--- config.mk ---
export PLATFORM = sky130hd
export DESIGN_NAME = mem_port_arbiter
export DESIGN_NICKNAME = d
export VERILOG_FILES = /design/src/rtl/mem_port_arbiter.sv
export SDC_FILE = /design/constraint.sdc
export NUM_CORES = 1
export LEC_CHECK = 0
export ABC_AREA = 0
export BUFFER_PORTS_ARGS = -buffer_cell sky130_fd_sc_hd__buf_4
export CAP_MARGIN = 20
export CORE_ASPECT_RATIO = 1.75
export CORE_MARGIN = 3
export CORE_UTILIZATION = 45
export DETAILED_ROUTE_END_ITERATION = 7
export HOLD_SLACK_MARGIN = 0.05
export PLACE_DENSITY = 0.75
export SETUP_SLACK_MARGIN = 0.15
export SLEW_MARGIN = 25
export SYNTH_ARGS = -nofsm -noshare
export SYNTH_HDL_FRONTEND = slang
export SYNTH_SLANG_ARGS = --single-unit
export TNS_END_PERCENT = 50
--- constraint.sdc ---
create_clock -name clk -period 2.16 [get_ports clk]
set_clock_uncertainty 0.1 [all_clocks]
set_input_delay 0.216 -clock clk [delete_from_list [all_inputs] [get_ports clk]]
set_output_delay 0.216 -clock clk [all_outputs]
set_load 0.02 [all_outputs]
--- src/rtl/mem_port_arbiter.sv ---
// Arbitrates one single-ported unified memory between the fetch port (read-only)
// and the data port (read/write), with fairness alternation and a wait watchdog.
module mem_port_arbiter #(
  parameter int unsigned AW       = 32,
  parameter int unsigned DW       = 32,
  parameter int unsigned MAX_WAIT = 15
) (
  input  logic          clk,
  input  logic          reset_n,
  input  logic          if_req,
  input  logic [AW-1:0] if_addr,
  output logic [DW-1:0] if_rdata,
  output logic          if_done,
  input  logic          dm_req,
  input  logic          dm_we,
  input  logic [AW-1:0] dm_addr,
  input  logic [DW-1:0] dm_wdata,
  output logic [DW-1:0] dm_rdata,
  output logic          dm_done,
  output logic          mem_valid,
  output logic          mem_we,
  output logic [AW-1:0] mem_addr,
  output logic [DW-1:0] mem_wdata,
  input  logic          mem_ready,
  input  logic [DW-1:0] mem_rdata,
  output logic          stall_if,
  output logic          stall_mem,
  output logic          timeout_err
);

  localparam int unsigned CW = $clog2(MAX_WAIT + 1);

  typedef enum logic [2:0] {
    IDLE   = 3'd0,
    BUSY_I = 3'd1,
    BUSY_D = 3'd2,
    RESP_I = 3'd3,
    RESP_D = 3'd4
  } state_t;

  state_t        state;
  state_t        state_nx;
  logic [CW-1:0] wait_cnt;
  logic [CW-1:0] wait_cnt_nx;
  logic          grab_if;
  logic          grab_dm;
  logic          finish;
  logic          abort;
  logic [DW-1:0] rdata_nx;

  // State and wait-counter registers
  always_ff @(posedge clk or negedge reset_n) begin
    if (!reset_n) begin
      state    <= IDLE;
      wait_cnt <= '0;
    end else begin
      state    <= state_nx;
      wait_cnt <= wait_cnt_nx;
    end
  end

  // Next state, request latching strobes and completion/abort decode
  always_comb begin
    state_nx    = state;
    wait_cnt_nx = '0;
    grab_if     = 1'b0;
    grab_dm     = 1'b0;
    finish      = 1'b0;
    abort       = 1'b0;
    unique case (state)
      IDLE: begin
        if (dm_req) begin
          grab_dm  = 1'b1;
          state_nx = BUSY_D;
        end else if (if_req) begin
          grab_if  = 1'b1;
          state_nx = BUSY_I;
        end
      end
      BUSY_I, BUSY_D: begin
        if (mem_ready) begin
          finish   = 1'b1;
          state_nx = (state == BUSY_I) ? RESP_I : RESP_D;
        end else if (wait_cnt >= CW'(MAX_WAIT - 1)) begin
          abort       = 1'b1;
          wait_cnt_nx = CW'(MAX_WAIT);
          state_nx    = (state == BUSY_I) ? RESP_I : RESP_D;
        end else begin
          wait_cnt_nx = wait_cnt + CW'(1);
        end
      end
      RESP_D: begin
        // Fetch gets first pick after a data access
        if (if_req) begin
          grab_if  = 1'b1;
          state_nx = BUSY_I;
        end else if (dm_req) begin
          grab_dm  = 1'b1;
          state_nx = BUSY_D;
        end else begin
          state_nx = IDLE;
        end
      end
      RESP_I: begin
        // Data gets first pick after a fetch
        if (dm_req) begin
          grab_dm  = 1'b1;
          state_nx = BUSY_D;
        end else if (if_req) begin
          grab_if  = 1'b1;
          state_nx = BUSY_I;
        end else begin
          state_nx = IDLE;
        end
      end
      default: state_nx = IDLE;
    endcase
  end

  // Aborted reads return zero
  assign rdata_nx = abort ? '0 : mem_rdata;

  // Registered memory request, completion pulses, read data and error flag
  always_ff @(posedge clk or negedge reset_n) begin
    if (!reset_n) begin
      mem_valid   <= 1'b0;
      mem_we      <= 1'b0;
      mem_addr    <= '0;
      mem_wdata   <= '0;
      if_rdata    <= '0;
      dm_rdata    <= '0;
      if_done     <= 1'b0;
      dm_done     <= 1'b0;
      timeout_err <= 1'b0;
    end else begin
      mem_valid <= (state_nx == BUSY_I) || (state_nx == BUSY_D);
      if_done   <= (state_nx == RESP_I);
      dm_done   <= (state_nx == RESP_D);
      if (grab_dm) begin
        mem_we    <= dm_we;
        mem_addr  <= dm_addr;
        mem_wdata <= dm_wdata;
      end else if (grab_if) begin
        mem_we    <= 1'b0;
        mem_addr  <= if_addr;
      end
      if ((finish || abort) && (state == BUSY_I)) begin
        if_rdata <= rdata_nx;
      end
      if ((finish || abort) && (state == BUSY_D) && !mem_we) begin
        dm_rdata <= rdata_nx;
      end
      if (abort) begin
        timeout_err <= 1'b1;
      end
    end
  end

  // Hazard-unit stalls: requester waits until its own done pulse
  assign stall_if  = if_req & ~if_done;
  assign stall_mem = dm_req & ~dm_done;

endmodule

==> reports/qor.yml <==
run_status: "finished, final reports clean"
worst_setup_hold_path_clk_slew_ps: 70
synth.yosys.seq_area_share_pct: 61.86
peakVddDrop_uv: 873.8
synthDominantCellAreaShare_pct: 61.86
min_path_type: "input port to register"
timing.critical_path.buf_inv: 2
synth.distinct_cells: 35
via_per_inst: 5.019
first_global_vias: 5823
number_of_h_tree_levels: 4
setup_violations: 0
path_max_fanout: 3
clock_tree.root_cell: "clkbuf_16"
first_pass_grt_wire_length_um: 29290
critPathMaxStageDelay_ps: 380
yosysWarningCount: 0
syn_nets: 642
arrival_ps: 2180
num_vias: 5416
grt_antenna_before_repair: 1
ios: 269
static-leakage-power_nw: 4.930
antenna_violating_nets_post_route: 0
grt.met3_usage_pct: 7.007
synth_top_area_cell: "dfrtp_1"
wp_data_required_ps: 2340
dp_hpwl_um: 11730
dieArea_um2: 14020
clockBufferDepth: 2
maximum_number_of_pins_on_one_net_before_global_route_repair: 67
cts_inserted_buffers: 17
drt_iter0_markers: 235
worstPathCellList: "inv_1, ha_1, o211a_4, o211ai_1, buf_4, a21boi_2, a31oi_1"
final_hold_violations: 0
fp.coreArea_um2: 12140
synth_area_per_cell_um2: 11.19
dpl-instance-area_um2: 7880
fin_area_um2: 9818
tritoncts_num_sinks: 140
port_buffers: 268
multi_input_area_um2: 1973
p_per_area_nw_per_um2: 1465
totalNegativeSetupSlack_ps: 0
final_period_minus_worst_setup_slack_ps: 1999
worst_slew_margin_rel_pct: 57.32
wire_per_inst_um: 17.42
worst_slew_pin_slew_ps: 640.3
place_congestion: 0.8655
synth_top_cells_by_area: "dfrtp_1 (62%), mux2_2 (6.4%), nand2_1 (5.8%)"
finalCritPeriodShare_pct: 92.57
synthToLayoutAreaGrowth_pct: 73.38
number_of_iterations_in_the_first_detailed_routing_pass: 6
grt_setup_unrepaired: "true"
postSynthCellCount: 506
use_met1_pct: 27.56
finalMaxSlewViolations: 0
highest_attainable_clock_frequency_mhz: 500.1
critical-path-top-delay-family: "compound AO/OA/AOI/OAI gates"
n_fill_cell: 677
cts_tree: "yes"
grtUsageTotal_pct: 26.60
floorplan.rows: 53
most_used_layer_global_route: "met2"
register_area_um2: 3505
floorplan.initialDensity_pct: 46.66
ws_path_type: "register to register"
finalWirelength_um: 18790
drv.max_cap_violation_count: 0
layout-drive-gt1-share_pct: 39.87
dieWidth_um: 90.80
clock_insertion_delay_worst_skew_ps: 400
post-route-drc-count: 0
layout_commonest_cell: "buf_4"
worstSetupStartpointType: "register"
timing.critical_path.slowest_stage_cell: "dfrtp_1"
remaining_global_route_overflow: 0
top_library_cells_by_usage_in_the_layout_fill_and_taps_aside: "buf_4 (274), dfrtp_1 (139), dlygate4sd3_1 (123)"
chipHeight_um: 154.4
critical_path.endpoint_type: "register"
total_of_flip_flops_plus_latches_after_synthesis: 140
global_route.usage.met2_pct: 47.75
syn-cell-area_um2: 5663
nets: 1036
-- cells in the mapped netlist, drive strengths merged --
master,n
a21oi,35
o21a,1
ha,2
o22ai,1
nor2b,3
nor3b,1
o211a,1
or3,1
o211ai,3
clkbuf,10
inv,7
maj3,1
a21boi,1
buf,23
nand3,1
nor3,2
o21ai,64
nor2,37
mux2i,32
nor4b,1
a211oi,1
or4,1
dfrtp,140
nand2,97
nand2b,3
mux2,32
a31oi,3
xnor2,2
-- flip-flops by register name (all words and copies together), names as in the netlist --
name	cells
dm_done	1
dm_rdata	32
if_done	1
if_rdata	32
mem_addr	32
mem_valid	1
mem_wdata	32
mem_we	1
state	3
timeout_err	1
wait_cnt	4
-- metrics by stage --
stage                     instances  setup WS, ps  utilization, %  hold slack [ps]  power, mW
final                          1079         160.5           80.91            54.48      14.38
after global routing           1079         101.5           80.91            56.04      15.17
after CTS                      1072         156.3           80.02            55.60      14.26
after detailed placement        917         154.7           64.93            150.1      11.14
after global placement          917         250.2           64.93            136.8      10.91
after floorplan                 506         298.1               -           -179.6      8.262
-- where the power goes --
group / leakage, nW / internal (mW) / switching, mW
Combinational: 2.96 / 3.08 / 3.75
Clock: 0.282 / 1.76 / 1.16
Sequential: 1.69 / 3.86 / 0.776
-- what timing repair did --
| item | CTS | global route |
|---|---|---|
| endpoints found under the hold margin | 188 | 0 |
| hold buffers | 123 | 0 |
| endpoints found under the setup margin | 2 | 43 |
| pin swaps | 0 | 2 |
| gates cloned | 0 | 2 |
| setup buffers | 0 | 4 |
| resized for setup | 1 | 12 |
-- worst reg2reg max path: cells and delay by family, from the launching register on --
kind	cells	cell delay, ps
compound gates	4	900
fa+ha+maj	1	220
buf+inv	2	290
flops	1	380
-- worst paths after layout --
kind	endpoint	slack (ps)	depth (start not counted)	startpoint
worst max-delay path	mem_valid	160	7	wait_cnt[0]
worst min-delay path	mem_addr[6]	50	3	dm_addr[6]
worst max register to register	mem_valid	160	7	wait_cnt[0]
worst min register to register	dm_rdata[2]	380	2	dm_rdata[2]
max in group asynchronous	if_rdata[3]	1030	3	reset_n
min in group asynchronous	mem_addr[5]	260	2	reset_n
-- area by class of cell --
type	instances	area share, %
inverters	7	0.2676
repair buffers	408	35.75
multi-input cells	326	20.10
clock buffers	19	4.511
diodes	1	0.02549
well taps	165	2.103
flip-flops and latches	140	35.70
clock inverters	13	1.555
-- routing by layer --
| layer | vias up | routed length (µm) |
|---|---|---|
| met3 | 61 | 1312 |
| met5 | - | 0 |
| met4 | 0 | 919 |
| li1 | 2490 | - |
| met2 | 270 | 10230 |
| met1 | 2595 | 6328 |
-- logic make-up after synthesis --
group | after synthesis | synth area share, %
xor+xnor | 2 | 0.3094
mux | 64 | 12.02
compound gates | 110 | 10.36
flops | 140 | 61.86
simple gates | 147 | 10.74
fa+ha+maj | 3 | 0.6186
buf+inv | 40 | 4.088
(Power assumes the default switching activity.)
